[src/rtl/axi_read_slave_if.sv]
`default_nettype none
//============================================================================
// axi_read_slave_if : AXI read-channel (AR + R) signal bundle
// Rev 1.0
//============================================================================
interface axi_read_slave_if #(
  parameter int BUS_WIDTH  = 32,
  parameter int ADDR_WIDTH = 32,
  parameter int ID_WIDTH   = 4
);
  logic                  ARVALID;
  logic                  ARREADY;
  logic [ID_WIDTH-1:0]   ARID;
  logic [ADDR_WIDTH-1:0] ARADDR;
  logic [3:0]            ARLEN;
  logic [1:0]            ARSIZE;
  logic [1:0]            ARBURST;
  logic                  RVALID;
  logic                  RREADY;
  logic [ID_WIDTH-1:0]   RID;
  logic [BUS_WIDTH-1:0]  RDATA;
  logic [1:0]            RRESP;
  logic                  RLAST;

  modport master (
    output ARVALID, ARID, ARADDR, ARLEN, ARSIZE, ARBURST, RREADY,
    input  ARREADY, RVALID, RID, RDATA, RRESP, RLAST
  );

  modport slave (
    input  ARVALID, ARID, ARADDR, ARLEN, ARSIZE, ARBURST, RREADY,
    output ARREADY, RVALID, RID, RDATA, RRESP, RLAST
  );
endinterface
`default_nettype wire

[src/rtl/axi_read_slave.sv]
`default_nettype none
//============================================================================
// axi_read_slave : one-burst-at-a-time AXI read responder over a sync memory
// Rev 1.0
//============================================================================
module axi_read_slave #(
  parameter int BUS_WIDTH      = 32,
  parameter int ADDR_WIDTH     = 32,
  parameter int ID_WIDTH       = 4,
  parameter int MEM_ADDR_WIDTH = 7
) (
  input  wire logic                      clk,
  input  wire logic                      clr,
  axi_read_slave_if.slave                axi,
  output logic                           mem_read,
  output logic [MEM_ADDR_WIDTH-1:0]      mem_raddr,
  input  wire logic [BUS_WIDTH-1:0]      mem_rdata
);
  localparam logic [1:0] RESP_OKAY   = 2'd0;
  localparam logic [1:0] RESP_SLVERR = 2'd2;
  localparam logic [1:0] RESP_DECERR = 2'd3;
  localparam logic [1:0] BURST_INCR  = 2'd1;
  localparam logic [1:0] BURST_WRAP  = 2'd2;

  typedef enum logic [1:0] {IDLE, ISSUE, CAPTURE, RESP} state_t;

  state_t                    state_q, state_d;
  logic                      arready_q, arready_d;
  logic                      rvalid_q, rvalid_d;
  logic                      rlast_q, rlast_d;
  logic [BUS_WIDTH-1:0]      rdata_q, rdata_d;
  logic [1:0]                rresp_q, rresp_d;
  logic [ID_WIDTH-1:0]       id_q, id_d;
  logic                      mem_read_q, mem_read_d;
  logic [MEM_ADDR_WIDTH-1:0] mem_raddr_q, mem_raddr_d;
  logic [ADDR_WIDTH-1:0]     addr_q, addr_d;
  logic [3:0]                len_q, len_d;
  logic [3:0]                count_q, count_d;
  logic [1:0]                size_q, size_d;
  logic [1:0]                burst_q, burst_d;
  logic [1:0]                err_q, err_d;

  logic [ADDR_WIDTH-1:0]     inc;
  logic [ADDR_WIDTH-1:0]     wrap_mask;
  logic [ADDR_WIDTH-1:0]     next_addr;
  logic [1:0]                ar_err;

  // Malformed requests outrank out-of-range addresses.
  always_comb begin
    ar_err = RESP_OKAY;
    if (axi.ARBURST == 2'd3 || axi.ARSIZE == 2'd3 ||
        (axi.ARBURST == BURST_WRAP && !(axi.ARLEN inside {4'd1, 4'd3, 4'd7, 4'd15})))
      ar_err = RESP_SLVERR;
    else if (|axi.ARADDR[ADDR_WIDTH-1:MEM_ADDR_WIDTH])
      ar_err = RESP_DECERR;
  end

  always_comb begin
    inc       = ADDR_WIDTH'(1) << size_q;
    wrap_mask = ((ADDR_WIDTH'(len_q) + ADDR_WIDTH'(1)) << size_q) - ADDR_WIDTH'(1);
    case (burst_q)
      BURST_INCR: next_addr = addr_q + inc;
      BURST_WRAP: next_addr = (addr_q & ~wrap_mask) | ((addr_q + inc) & wrap_mask);
      default:    next_addr = addr_q;
    endcase
  end

  always_comb begin
    state_d     = state_q;
    arready_d   = arready_q;
    rvalid_d    = rvalid_q;
    rlast_d     = rlast_q;
    rdata_d     = rdata_q;
    rresp_d     = rresp_q;
    id_d        = id_q;
    mem_read_d  = mem_read_q;
    mem_raddr_d = mem_raddr_q;
    addr_d      = addr_q;
    len_d       = len_q;
    count_d     = count_q;
    size_d      = size_q;
    burst_d     = burst_q;
    err_d       = err_q;
    case (state_q)
      IDLE: begin
        arready_d = 1'b1;
        if (arready_q && axi.ARVALID) begin
          arready_d   = 1'b0;
          id_d        = axi.ARID;
          addr_d      = axi.ARADDR;
          len_d       = axi.ARLEN;
          count_d     = axi.ARLEN;
          size_d      = axi.ARSIZE;
          burst_d     = axi.ARBURST;
          err_d       = ar_err;
          // Outputs are registered, so the read strobe is set up on entry to ISSUE.
          mem_read_d  = (ar_err == RESP_OKAY);
          mem_raddr_d = axi.ARADDR[MEM_ADDR_WIDTH-1:0];
          state_d     = ISSUE;
        end
      end
      ISSUE: begin
        mem_read_d = 1'b0;
        state_d    = CAPTURE;
      end
      CAPTURE: begin
        rdata_d  = (err_q == RESP_OKAY) ? mem_rdata : '0;
        rvalid_d = 1'b1;
        rlast_d  = (count_q == 4'd0);
        rresp_d  = err_q;
        state_d  = RESP;
      end
      RESP: begin
        if (axi.RREADY) begin
          rvalid_d = 1'b0;
          rlast_d  = 1'b0;
          if (rlast_q) begin
            arready_d = 1'b1;
            state_d   = IDLE;
          end else begin
            count_d     = count_q - 4'd1;
            addr_d      = next_addr;
            mem_read_d  = (err_q == RESP_OKAY);
            mem_raddr_d = next_addr[MEM_ADDR_WIDTH-1:0];
            state_d     = ISSUE;
          end
        end
      end
      default: state_d = IDLE;
    endcase
  end

  always_ff @(posedge clk) begin
    if (clr) begin
      state_q     <= IDLE;
      arready_q   <= 1'b0;
      rvalid_q    <= 1'b0;
      rlast_q     <= 1'b0;
      rdata_q     <= '0;
      rresp_q     <= RESP_OKAY;
      id_q        <= '0;
      mem_read_q  <= 1'b0;
      mem_raddr_q <= '0;
      addr_q      <= '0;
      len_q       <= '0;
      count_q     <= '0;
      size_q      <= '0;
      burst_q     <= '0;
      err_q       <= RESP_OKAY;
    end else begin
      state_q     <= state_d;
      arready_q   <= arready_d;
      rvalid_q    <= rvalid_d;
      rlast_q     <= rlast_d;
      rdata_q     <= rdata_d;
      rresp_q     <= rresp_d;
      id_q        <= id_d;
      mem_read_q  <= mem_read_d;
      mem_raddr_q <= mem_raddr_d;
      addr_q      <= addr_d;
      len_q       <= len_d;
      count_q     <= count_d;
      size_q      <= size_d;
      burst_q     <= burst_d;
      err_q       <= err_d;
    end
  end

  assign axi.ARREADY = arready_q;
  assign axi.RVALID  = rvalid_q;
  assign axi.RLAST   = rlast_q;
  assign axi.RDATA   = rdata_q;
  assign axi.RRESP   = rresp_q;
  assign axi.RID     = id_q;
  assign mem_read    = mem_read_q;
  assign mem_raddr   = mem_raddr_q;
endmodule
`default_nettype wire
[src/flat_wrapper.sv]
// flat-port wrapper written by rule: the top's interface ports become plain ports
module axi_read_slave_flat 
#(
  parameter int BUS_WIDTH      = 32,
  parameter int ADDR_WIDTH     = 32,
  parameter int ID_WIDTH       = 4,
  parameter int MEM_ADDR_WIDTH = 7
)
  (clk, clr, mem_read, mem_raddr, mem_rdata, axi_ARVALID, axi_ARID, axi_ARADDR, axi_ARLEN, axi_ARSIZE, axi_ARBURST, axi_RREADY, axi_ARREADY, axi_RVALID, axi_RID, axi_RDATA, axi_RRESP, axi_RLAST);
  axi_read_slave_if #(.BUS_WIDTH(BUS_WIDTH), .ADDR_WIDTH(ADDR_WIDTH), .ID_WIDTH(ID_WIDTH)) axi_i ();
  input  wire logic clk;
  input  wire logic clr;
  output logic mem_read;
  output logic [MEM_ADDR_WIDTH-1:0] mem_raddr;
  input  wire logic [BUS_WIDTH-1:0] mem_rdata;
  input wire logic [$bits(axi_i.ARVALID)-1:0] axi_ARVALID;
  input wire logic [$bits(axi_i.ARID)-1:0] axi_ARID;
  input wire logic [$bits(axi_i.ARADDR)-1:0] axi_ARADDR;
  input wire logic [$bits(axi_i.ARLEN)-1:0] axi_ARLEN;
  input wire logic [$bits(axi_i.ARSIZE)-1:0] axi_ARSIZE;
  input wire logic [$bits(axi_i.ARBURST)-1:0] axi_ARBURST;
  input wire logic [$bits(axi_i.RREADY)-1:0] axi_RREADY;
  output wire logic [$bits(axi_i.ARREADY)-1:0] axi_ARREADY;
  output wire logic [$bits(axi_i.RVALID)-1:0] axi_RVALID;
  output wire logic [$bits(axi_i.RID)-1:0] axi_RID;
  output wire logic [$bits(axi_i.RDATA)-1:0] axi_RDATA;
  output wire logic [$bits(axi_i.RRESP)-1:0] axi_RRESP;
  output wire logic [$bits(axi_i.RLAST)-1:0] axi_RLAST;
  assign axi_i.ARVALID = axi_ARVALID;
  assign axi_i.ARID = axi_ARID;
  assign axi_i.ARADDR = axi_ARADDR;
  assign axi_i.ARLEN = axi_ARLEN;
  assign axi_i.ARSIZE = axi_ARSIZE;
  assign axi_i.ARBURST = axi_ARBURST;
  assign axi_i.RREADY = axi_RREADY;
  assign axi_ARREADY = axi_i.ARREADY;
  assign axi_RVALID = axi_i.RVALID;
  assign axi_RID = axi_i.RID;
  assign axi_RDATA = axi_i.RDATA;
  assign axi_RRESP = axi_i.RRESP;
  assign axi_RLAST = axi_i.RLAST;
  axi_read_slave #(.BUS_WIDTH(BUS_WIDTH), .ADDR_WIDTH(ADDR_WIDTH), .ID_WIDTH(ID_WIDTH), .MEM_ADDR_WIDTH(MEM_ADDR_WIDTH)) u_core (.clk(clk), .clr(clr), .axi(axi_i), .mem_read(mem_read), .mem_raddr(mem_raddr), .mem_rdata(mem_rdata));
endmodule
[config.mk]
export PLATFORM = sky130hd
export DESIGN_NAME = axi_read_slave_flat
export DESIGN_NICKNAME = d
export VERILOG_FILES = /design/src/rtl/axi_read_slave_if.sv /design/src/rtl/axi_read_slave.sv /design/src/flat_wrapper.sv
export SDC_FILE = /design/constraint.sdc
export NUM_CORES = 1
export LEC_CHECK = 0
export ABC_AREA = 1
export CAP_MARGIN = 20
export CORE_UTILIZATION = 45
export DETAILED_ROUTE_END_ITERATION = 8
export GPL_TIMING_DRIVEN = 1
export PLACE_DENSITY = 0.83
export RECOVER_POWER = 50
export SETUP_SLACK_MARGIN = 0.2
export SYNTH_ARGS = -nofsm -noshare
export SYNTH_HDL_FRONTEND = slang
export SYNTH_SLANG_ARGS = --single-unit
[constraint.sdc]
create_clock -name clk -period 3 [get_ports clk]
set_input_delay 0.75 -clock clk [delete_from_list [all_inputs] [get_ports clk]]
set_output_delay 0.75 -clock clk [all_outputs]
set_load 0.005 [all_outputs]
==> impl_metrics.tcl <==
set metrics [dict create \
    status "finished clean" \
    synthTopCellsByArea "dfxtp_1 37%, nand2_1 9.8%, o21ai_0 9.1%" \
    syn_nets 591 \
    grt_use_total_pct 24.35 \
    cts_tree "done" \
    finalPower_mw 4.247 \
    crit_slowest_cell "clkbuf_1" \
    finalCriticalPeriod_ns 2.460 \
    io_buffers 128 \
    final_nets 712 \
    synthDistinctLibCells 42 \
    dp_cells 705 \
    viasPerCell 5.198 \
    grt_pass1_wl_mm 16.30 \
    cts_hold_buf 0 \
    synth.avg_cell_area_um2 7.093 \
    cp.required_ns 3.21 \
    ctsResizeCount 0 \
    finalSetupViolCount 0 \
    path_delay_family "compound AO/OA/AOI/OAI gates" \
    finalHoldViolations 0 \
    worst-slew-pin-transition_ns 0.6331 \
    dpl.hpwl_mm 7.341 \
    place_area_um2 4867 \
    ys_async_sr_fraction_pct 0 \
    criticalPathCategory "reg2reg" \
    ant_nets 0 \
    wirelength_mm 9.731 \
    peakVddDrop_uv 439.4 \
    powerDensity_nw_per_um2 837.3 \
    dr_total_vias 3748 \
    cts_setup_buffers 0 \
    start_kind "register" \
    skew_ns 0.01074 \
    regArea_um2 1301 \
    antenna_found_initial 0 \
    num_rows 31 \
    drcViolationCount 0 \
    crit_path_end_kind "register" \
    pin_count 129 \
    syn_to_final_growth_pct 44.17 \
    cts_buffer_depth 2 \
    worst_skew_pair.late_latency_ns 0.35 \
    grt_max_degree 57 \
    setup_slack_ns 0.5398 \
    wire_per_inst_um 13.50 \
    synth_ff_type "dfxtp_1" \
    drt_iter0_drc 216 \
    cp_max_fo 14 \
    cts_root_buf "clkbuf_8" \
    start_util_pct 47.49 \
    grt_setup_unrepaired "no" \
    core-area_um2 7408 \
    setup_tns_ns 0 \
    htree_levels 3 \
    hp-class "reg2reg" \
    synth_area_um2 3518 \
    die_h_um 90.42 \
    cpPeakStageDelay_ns 0.50 \
    firstDrtPassIters 5 \
    clock-sinks 65 \
    synth_area_leader_cell "dfxtp_1" \
    clk_pin_slew_ns 0.07 \
    maxSlewViolCount 0 \
    path_cells "ha_1 > clkbuf_1 > nand2_1 > o21ai_0 > nand3_1 > a21oi_4 > inv_2 > a21oi_1 > a221oi_2" \
    synth_edf_count 0 \
    cap_violations 0 \
    whs_ns 0.4895 \
    fin_crit_sh_pct 82.01 \
    grt_pass1_vias 3633 \
    design_area_um2 5072 \
    netlist_instances 496 \
    power.leakage_nw 2.235 \
    fin_util_pct 68.47 \
    drive_gt1_share_pct 8.842 \
    path_buf_inv 2 \
    cts_buffers 9 \
    fin_cells 721 \
    multiInputGateArea_um2 1918 \
    insertedDiodeCount 0 \
    die_x_um 90.42 \
    crit_arrival_ns 2.67 \
    synth_top_cell_area_share_pct 36.98 \
    yosysSeqAreaShare_pct 36.98 \
    fmax_ghz 0.4065 \
    die-area_um2 8176 \
    gp_congestion 0.8955 \
    fillCellCount 612 \
    ys_seq_elements 65 \
    yosys_warnings 0 \
    slew_headroom_pct 57.79 \
    reg2reg_setup_slack_ns 0.54 \
    grt.overflow.total 0 \
    post-place-ws_ns 0.5538 \
]
-- layer usage --
layer	vias to the layer above	share of wire (%)	GRT usage (%)	routed length [um]
li1	1902	-	-	-
met1	1704	42	29.09	4083
met2	115	47	40.27	4599
met3	27	8.3	8.165	811
met4	0	2.4	9.409	237
met5	-	0	0	0
-- where the power goes --
group          switching (mW)  internal, mW  total, mW  leakage (nW)
logic                    1.14         0.910       2.05          1.59
clock network           0.340         0.489      0.829         0.113
registers               0.216          1.15       1.37         0.533
total                    1.70          2.55       4.25          2.24
-- layout by cell type, fill, tap and decap left out, types with 2 or more instances in the layout --
| master | n |
|---|---|
| o211ai_1 | 2 |
| dfxtp_1 | 65 |
| xor2_1 | 2 |
| ha_1 | 14 |
| clkbuf_1 | 3 |
| a21oi_1 | 61 |
| inv_1 | 42 |
| o21ai_1 | 4 |
| or2_2 | 3 |
| nand2_1 | 92 |
| xnor2_1 | 2 |
| a31oi_1 | 2 |
| dlygate4sd3_1 | 39 |
| nand2_4 | 2 |
| clkbuf_8 | 10 |
| nand4_1 | 4 |
| nand3_2 | 5 |
| buf_4 | 4 |
| and3_1 | 3 |
| nand3_1 | 24 |
| a211oi_1 | 2 |
| nor4_1 | 4 |
| nand2_2 | 12 |
| bufinv_16 | 2 |
| o21ai_0 | 65 |
| clkinv_2 | 2 |
| nor2_2 | 4 |
| a22oi_1 | 2 |
| inv_2 | 4 |
| nor2_1 | 37 |
| clkdlybuf4s50_1 | 89 |
-- sequential cells by signal (all words and copies together), names as in the netlist --
signal,count
u_core.axi.RRESP,2
u_core.count_q,4
u_core.burst_q,2
u_core.axi.RID,4
u_core.len_q,4
u_core.state_q,2
u_core.axi.RDATA,32
u_core.size_q,2
u_core.mem_read,1
u_core.addr_q,7
u_core.err_q,2
u_core.axi.RLAST,1
u_core.axi.RVALID,1
u_core.axi.ARREADY,1
-- area by class of cell --
type	count	share of cell area, %
clock inverter	5	1.554
multi-input combinational	359	37.81
inverter	48	3.749
sequential	65	25.65
timing repair buffer	134	26.00
tap	99	2.442
clock buffer	11	2.787
-- worst register-to-register path, cell delays in order, from the launching register on --
cell,delay [ns]
dfxtp_1,0.41
ha_1,0.20
clkbuf_1,0.50
nand2_1,0.19
o21ai_0,0.13
nand3_1,0.24
a21oi_4,0.29
inv_2,0.12
a21oi_1,0.18
a221oi_2,0.08
-- cells by family (layout without fill, tap and decap cells) --
kind of cell               after synthesis  count (layout)  share of synthesized area, %
AOI/OAI and AO/OA                      147             147                         22.76
and+or+nand+nor                        193             193                         25.28
buffers and inverters                   72             198                         8.428
DFF                                     65              65                         36.98
adders and majority gates               15              15                         5.548
xor gates and xnor gates                 4               4                        0.9959
-- synth_stat cells (5+ instances only) --
master and n:
o21ai_0 64, dfxtp_1 65, ha_1 14, nand2_1 92, a21oi_1 61, nand2_2 12, o21ai_1 5, nand3_1 23
clkbuf_1 21, nand3_2 6, nor2_1 38, inv_1 42
-- path summary, 6_finish.rpt --
kind                                                     start                        endpoint  cells after the start
worst min register to register  u_core.count_q[3]$_SDFFE_PP0P_  u_core.count_q[3]$_SDFFE_PP0P_                      2
worst max-delay path            u_core.state_q[0]$_SDFFE_PP0P_   u_core.addr_q[0]$_SDFFE_PP0P_                      9
worst max register to register  u_core.state_q[0]$_SDFFE_PP0P_   u_core.addr_q[0]$_SDFFE_PP0P_                      9
worst min-delay path            u_core.count_q[3]$_SDFFE_PP0P_  u_core.count_q[3]$_SDFFE_PP0P_                      2
Note: power is estimated with default switching activity, not from simulation.
==> RTL change (config.mk and constraints unchanged) <==
`ADDR_WIDTH` is set to 32 in 3 places; all go to 28.
--- a/src/rtl/axi_read_slave_if.sv
+++ b/src/rtl/axi_read_slave_if.sv
@@ -7,3 +7,3 @@
   parameter int BUS_WIDTH  = 32,
-  parameter int ADDR_WIDTH = 32,
+  parameter int ADDR_WIDTH = 28,
   parameter int ID_WIDTH   = 4
--- a/src/rtl/axi_read_slave.sv
+++ b/src/rtl/axi_read_slave.sv
@@ -7,3 +7,3 @@
   parameter int BUS_WIDTH      = 32,
-  parameter int ADDR_WIDTH     = 32,
+  parameter int ADDR_WIDTH     = 28,
   parameter int ID_WIDTH       = 4,
--- a/src/flat_wrapper.sv
+++ b/src/flat_wrapper.sv
@@ -4,3 +4,3 @@
   parameter int BUS_WIDTH      = 32,
-  parameter int ADDR_WIDTH     = 32,
+  parameter int ADDR_WIDTH     = 28,
   parameter int ID_WIDTH       = 4,
Ports: changed (resized axi_ARADDR); port bits go from 129 to 125. No check against the original RTL was run, so the function may have changed too.
==> RTL change against the original RTL <==
Synthesized area up 0.18%; register-to-register slack worse by 0.03 ns; hold slack worse by 0.0063 ns; total power up 0.96%; worst setup slack worse by 0.061 ns; sequential cell count unchanged; routed wire length down 4.6%; count of clock-buffer cells in the layout up 1; clock skew up 0.0014 ns; synthesized cell count down 1.2%; highest routed layer unchanged; clock power up 3.9%; global-route usage down 0.32 points; design area down 0.42%.
==> RTL change: results (changes against the original RTL) <==
FINAL-NONCLK-BUF-SHARE=0.252  # -0.00832
MULTI_INPUT_COMBINATIONAL_CELL_COUNT=360  # +0.28%
RUN_STATUS='finished clean'
CRIT_PATH_MAX_INCR_DELAY_NS=0.81  # +0.31 ns
IR_DROP_mV=0.519  # +18%
LAYOUT.FILLER_CELLS=597  # -2.5%
BUFFER_PORTS.INSERTED=124  # -3.1%
MET2_WIRELENGTH_UM=4520  # -1.8%
TIMING.CLOCK.SKEW_NS=0.0121  # +0.00137 ns
CRIT_ARRIVAL_NS=2.78  # +0.11 ns
MAX_SLEW_HEADROOM_AT_THE_WORST_PIN=0.276  # -0.302
NUM-CLOCK-BUFFERS=12  # +1
INSTANCES_NO_FILL=710  # -1.5%
LAYOUT.NETS=697  # -2.1%
LAYOUT.NON_CLOCK_BUFFERS=129  # -3.7%
SWITCHING_SHARE=0.390  # -0.00961
MEAN_INSTANCE_SIZE_IN_THE_SYNTHESIZED_NETLIST_SQ_UM=7.19  # +1.4%
GP_CONGESTION=0.921  # +2.9%
YS_SEQ_AREA_FRAC=0.369  # -0.000656
LEAK_PWR_nW=2.11  # -5.5%
DETAILROUTE.WIRELENGTH.MET3_UM=680  # -16%
POST_SYNTH_NUM_CELL_TYPES=39  # -7.1%
ROUTEDLENGTHMET1_UM=3850  # -5.7%
GRT_PASS1_WL_UM=16200  # -0.34%
INVERTERS_EXCL_CLOCK=41  # -15%
## RTL change: changes by cell type after synthesis, moves of 3 or more
cell | before | now
nor2_1 | 38 | 45
o21ai_0 | 64 | 68
nand2_2 | 12 | 8
nand2_1 | 92 | 89
inv_1 | 42 | 36
xor2_1 | 2 | 5
and3_1 | 3 | 0
## RTL change: worst reg2reg max path, cell delays in order (launching register included)
cell and delay [ns]:
dfxtp_1 0.60, inv_8 0.09, nor2_4 0.11, inv_2 0.05, fa_1 0.41, o21ai_0 0.32
nand2_1 0.08, nor2_1 0.13, xor2_1 0.09, or2_2 0.27, nand2_1 0.07, nand2_1 0.07
a21oi_2 0.12
## RTL change: worst paths after layout
kind | cells past startpoint | slack (ns) | endpoint | from
worst max register to register | 12 | 0.51 | u_core.addr_q[6]$_SDFFE_PP0P_ | u_core.size_q[0]$_SDFFE_PP0P_
worst min register to register | 2 | 0.48 | u_core.burst_q[1]$_SDFFE_PP0P_ | u_core.burst_q[1]$_SDFFE_PP0P_
worst min-delay path | 2 | 0.48 | u_core.burst_q[1]$_SDFFE_PP0P_ | u_core.burst_q[1]$_SDFFE_PP0P_
worst max-delay path | 5 | 0.48 | u_core.axi.RDATA[29]$_SDFFE_PP0P_ | clr
## RTL change: layer usage
layer | vias to the layer above | global-route usage
li1 | 1873 | -
met1 | 1659 | 0.277
met2 | 113 | 0.417
met3 | 21 | 0.0648
met4 | 0 | 0.101
met5 | - | 0
## RTL change: stage by stage
stage	hold WS, ns	cell area (sq um)	worst slack (ns)	power [W]
floorplan	0.451	3520	0.839	0.00265
global placement	0.463	4820	0.662	0.00338
detailed placement	0.480	4820	0.569	0.00346
CTS	0.486	5060	0.544	0.00434
global route	0.525	5050	0.214	0.00465
finish	0.483	5050	0.479	0.00429
## RTL change: power groups by stage
| stage | clock network, W | logic, W | registers, W |
|---|---|---|---|
| after floorplan | 0 | 0.00132 | 0.00133 |
| after global placement | 0 | 0.00203 | 0.00135 |
| after detailed placement | 0 | 0.00209 | 0.00137 |
| after CTS | 0.000881 | 0.00210 | 0.00136 |
| after global routing | 0.000915 | 0.00233 | 0.00140 |
| final | 0.000861 | 0.00207 | 0.00136 |
## RTL change: kinds of logic (layout without fill, tap and decap cells)
logic type                 Yosys count  after routing  share of synthesized area
buffers and inverters               65            186                     0.0792
and+or+nand+nor                    191            191                      0.256
DFF                                 65             65                      0.369
adders and majority gates           15             15                     0.0554
xor gates and xnor gates             7              7                     0.0174
AOI/OAI and AO/OA                  147            147                      0.223
